## config.mk

```make
export PLATFORM = sky130hd
export DESIGN_NAME = priority_encoder_q
export DESIGN_NICKNAME = d
export VERILOG_FILES = /design/src/rtl/priority_encoder_q.sv
export SDC_FILE = /design/constraint.sdc
export NUM_CORES = 1
export LEC_CHECK = 0
export CAP_MARGIN = 25
export CORE_ASPECT_RATIO = 0.75
export CORE_MARGIN = 8
export CORE_UTILIZATION = 37
export CTS_CLUSTER_DIAMETER = 150
export DETAILED_ROUTE_END_ITERATION = 10
export PLACE_DENSITY_LB_ADDON = 0.05
export SETUP_SLACK_MARGIN = 0.2
export SLEW_MARGIN = 25
export SYNTH_ARGS = -nofsm -noshare
export SYNTH_HDL_FRONTEND = slang
export SYNTH_SLANG_ARGS = --single-unit
```

## constraint.sdc

```tcl
create_clock -name clk -period 1.8 [get_ports clk]
set_input_delay 0.36 -clock clk [delete_from_list [all_inputs] [get_ports clk]]
set_output_delay 0.36 -clock clk [all_outputs]
set_load 0.01 [all_outputs]
```

## src/rtl/priority_encoder_q.sv

```systemverilog
// Queued N-input request encoder: coalesces request pulses into a pending set
// and grants one binary index per cycle over a valid/ready handshake.
module priority_encoder_q #(
  parameter int N       = 8,
  parameter int RR_MODE = 0
) (
  input  logic                 clk,
  input  logic                 rst,
  input  logic [N-1:0]         req_in,
  input  logic                 clr,
  input  logic                 out_ready,
  output logic                 out_valid,
  output logic [$clog2(N)-1:0] out_idx,
  output logic [N-1:0]         pending,
  output logic                 overflow
);

  localparam int W = $clog2(N);
  localparam logic [N-1:0] ONE  = N'(1);
  localparam logic [W-1:0] LAST = W'(N - 1);

  logic [N-1:0] pending_q, pending_d;
  logic [N-1:0] cand;
  logic         out_valid_q, out_valid_d;
  logic [W-1:0] out_idx_q, out_idx_d;
  logic         overflow_q, overflow_d;
  logic [W-1:0] ptr_q, ptr_d;
  logic [W-1:0] sel_fixed, sel_rr, sel;
  logic         rr_found;
  logic         load;

  // Same-cycle requests bypass the queue so an idle encoder grants in one edge.
  assign cand = pending_q | req_in;
  assign load = !out_valid_q || out_ready;

  always_comb begin
    sel_fixed = '0;
    for (int i = 0; i < N; i++) begin
      if (cand[i]) sel_fixed = W'(i);
    end
  end

  always_comb begin
    int j;
    j        = 0;
    sel_rr   = '0;
    rr_found = 1'b0;
    for (int k = 0; k < N; k++) begin
      j = (int'(ptr_q) + k) % N;
      if (!rr_found && cand[j]) begin
        sel_rr   = W'(j);
        rr_found = 1'b1;
      end
    end
  end

  assign sel = (RR_MODE != 0) ? sel_rr : sel_fixed;

  always_comb begin
    pending_d   = pending_q;
    out_valid_d = out_valid_q;
    out_idx_d   = out_idx_q;
    overflow_d  = overflow_q;
    ptr_d       = ptr_q;
    if (clr) begin
      pending_d   = '0;
      out_valid_d = 1'b0;
      overflow_d  = 1'b0;
      ptr_d       = '0;
    end else begin
      // A request landing on an already-queued bit is coalesced and lost.
      overflow_d = overflow_q | (|(req_in & pending_q));
      if (load) begin
        if (|cand) begin
          out_idx_d   = sel;
          out_valid_d = 1'b1;
          pending_d   = cand & ~(ONE << sel);
          if (RR_MODE != 0) begin
            ptr_d = (sel == LAST) ? '0 : sel + 1'b1;
          end
        end else begin
          out_valid_d = 1'b0;
          pending_d   = '0;
        end
      end else begin
        pending_d = pending_q | req_in;
      end
    end
  end

  always_ff @(posedge clk or posedge rst) begin
    if (rst) begin
      pending_q   <= '0;
      out_valid_q <= 1'b0;
      out_idx_q   <= '0;
      overflow_q  <= 1'b0;
      ptr_q       <= '0;
    end else begin
      pending_q   <= pending_d;
      out_valid_q <= out_valid_d;
      out_idx_q   <= out_idx_d;
      overflow_q  <= overflow_d;
      ptr_q       <= ptr_d;
    end
  end

  assign out_valid = out_valid_q;
  assign out_idx   = out_idx_q;
  assign pending   = pending_q;
  assign overflow  = overflow_q;

endmodule

```

==> results.toml <==
[timing]
fmax_mhz = 599
finalHoldViolations = 0
setup_viol = 0
fin_setup_tns_ps = 0
worstMarginPinSlew_ps = 538
finalClockSkew_ps = 0.664
finalWorstSetupSlack_ps = 130
final.period_utilization = 0.928
timing.final.crit_period_ps = 1670
slew_headroom = 0.641
grt_setup_unrepaired = "true"
finalMaxSlewViolations = 0
worst_hold_slack_ps = 414

[layout]
nets = 124
seq_area_um2 = 325
multiInputGateArea_um2 = 323
diodes = 0
area_growth_pct = 72.2
final_layout_size_suffix_gt1_frac = 0.270
fillers = 157

[yosys]
synth-compound-area-share = 0.268
synth-seq-cells = 13
synth-simple-area-share = 0.186
synthArstFlopShare = 1.00
synthesis.nets = 76
synthesis.area_um2 = 644
synth_flop_cell = "dfrtp_1"
netlist_instances = 64
syn_area_per_cell_um2 = 10.1
synthAdderAreaFrac = 0
synth_top_family_by_area = "compound AO/OA/AOI/OAI gates"
ys_seq_area_frac = 0.505
ys_warn_count = 0
synth_edf_count = 0
synth_xor_area_frac = 0
synth_mux_area_frac = 0.0233
synth_cell_type_count = 25

[setup_path]
slowest_stage = "or4_4"
startpoint_type = "register"
crit_path_max_incr_delay_ps = 480
cp.arrival_ps = 1850
crit_path_end_kind = "register"
cp_cell_sequence = "or4_4, and3b_2, a41oi_2, mux2_4"
critical_path_peak_fanout = 3
path_class = "register to register"
critPathRequiredTime_ps = 1980

[cts]
postCtsHoldBufs = 0
cts_root_buffer = "clkbuf_4"
clock_latency_ps = 280
htree_levels = 1
cts_buffers = 3
clk_path_buf_depth = 2
cts.reportedPaths.clkPinSlew_ps = 80
clock_sinks = 13
cts_tree = "yes"

[placement]
place_congestion = 0.821
io_buffers = 24
post-place-ws_ps = -325
dp_hpwl_um = 1490

[floorplanning]
die_area_um2 = 3350
rows = 13
die_y_um = 52.1
io_pins = 25
die_width_um = 64.2
core_um2 = 1690
start_util = 0.381

[routing]
wl_per_cell_um = 15.0
viasPerCell = 5.17
top_layer_used = "met4"
drt_pass1_iterations = 4
drt_iter0_markers = 27
wl_met1_um = 936
routed-wl-met3_um = 172
wl_met2_um = 874
drc = 0
ant_nets = 0
routed_wl_um = 1990
via_count = 688

[power_and_ir_drop]
swShare = 0.288
switching_power_uw = 211
p_leak_nw = 0.552
p_total_uw = 734
intPower_uw = 522
combPwrFrac = 0.291
power_density_nw_per_um2 = 661
pwr-share-seq = 0.453
ir_drop_v = 0.000561
p_clk_frac = 0.256

[global_routing]
grt_max_degree = 14
antenna_found_initial = 0
grt_pass1_vias = 689
grt.total_usage = 0.118
grt_pass1_wl_um = 3170
overflow = 0

[worst_hold_path]
hold_path.class = "primary input to asynchronous set/reset pin"

[flow_run]
drv_cap = 0

[run_status]
status = "finished, final reports clean"
[worst max-delay path: cells and delay by family, from the launching register on]
| kind | cells | cell delay [ps] |
|---|---|---|
| multiplexers | 1 | 300 |
| flip-flops | 1 | 410 |
| AO/OA/AOI/OAI | 1 | 100 |
| AND/OR/NAND/NOR | 2 | 750 |
[registers in the layout, indices dropped and copies added (netlist names)]
signal     flops
pending        8
out_idx        3
out_valid      1
overflow       1
[Yosys cell counts (2+ instances only)]
cell type | number | area, µm²
a211oi_1 | 5 | 37.5
a21oi_1 | 4 | 20.0
a31oi_1 | 2 | 12.5
dfrtp_1 | 13 | 325
inv_1 | 2 | 7.51
nand2_1 | 3 | 11.3
nand2b_1 | 2 | 12.5
nor2_1 | 11 | 41.3
nor3_1 | 3 | 15.0
nor4_1 | 2 | 12.5
o21ai_0 | 2 | 10.0
o31ai_1 | 2 | 15.0
[repair_timing]
| action | 4_1_cts | 5_1_grt |
|---|---|---|
| resized for setup | 5 | 7 |
| pin swaps | 1 | 1 |
| setup endpoints to repair | 10 | 10 |
| hold endpoints to repair | 0 | 0 |
| buffers inserted | 2 | 1 |
[logic make-up after synthesis]
| kind of cell | after synthesis |
|---|---|
| and+or+nand+nor | 24 |
| AOI/OAI and AO/OA | 23 |
| DFF | 13 |
| buffers and inverters | 3 |
| muxes | 1 |
[final timing paths]
check                           start    endpoint  slack [ps]  depth (start not counted)
min in group clk           out_idx[2]  out_idx[2]         520                          2
setup reg to reg           pending[3]  out_idx[0]         130                          4
hold / removal                    rst  pending[7]         410                          2
setup / recovery           pending[3]  out_idx[0]         130                          4
max in group asynchronous         rst    overflow        1030                          2
hold reg to reg            out_idx[2]  out_idx[2]         520                          2
[per-layer routing]
metal  GRT usage  vias to the layer above
met5           0                        -
met4      0.0289                        0
met3      0.0728                        2
met2       0.176                       20
met1       0.142                      320
li1            -                      346
[power groups by stage]
stage | combinational [mW] | clock, mW | sequential, mW
finish | 0.214 | 0.188 | 0.332
global route | 0.233 | 0.203 | 0.336
floorplan | 0.0697 | 0 | 0.350
CTS | 0.213 | 0.191 | 0.332
global placement | 0.208 | 0 | 0.340
detailed placement | 0.208 | 0 | 0.340
[placed cells by master (no fill, tap or decap), types with 2 or more instances in the layout]
cell             instances
o31ai_1                  2
dlygate4sd2_1            4
nand2_1                  3
dlymetal6s2s_1           6
nand2b_1                 2
o21ai_0                  2
nor2_1                  11
clkbuf_4                 3
inv_1                    2
clkdlybuf4s50_1         14
a211oi_1                 5
dfrtp_1                 13
nor3_1                   3
a31oi_1                  2
a21oi_1                  4
buf_4                   20
[through the flow]
| step | std cells | cell area (µm²) | util |
|---|---|---|---|
| global placement | 126 | 1040 | 0.612 |
| detailed placement | 126 | 1040 | 0.612 |
| floorplan | 64 | 644 | - |
| finish | 133 | 1110 | 0.656 |
| global route | 133 | 1110 | 0.656 |
| CTS | 132 | 1080 | 0.638 |
[layout make-up]
type	count	area share
Timing Repair Buffer	44	0.361
Tap cell	22	0.0248
Inverter	2	0.00676
Clock buffer	4	0.0237
Sequential cell	13	0.293
Multi-Input combinational cell	48	0.291
No activity file was read; power rests on OpenSTA's default activity.
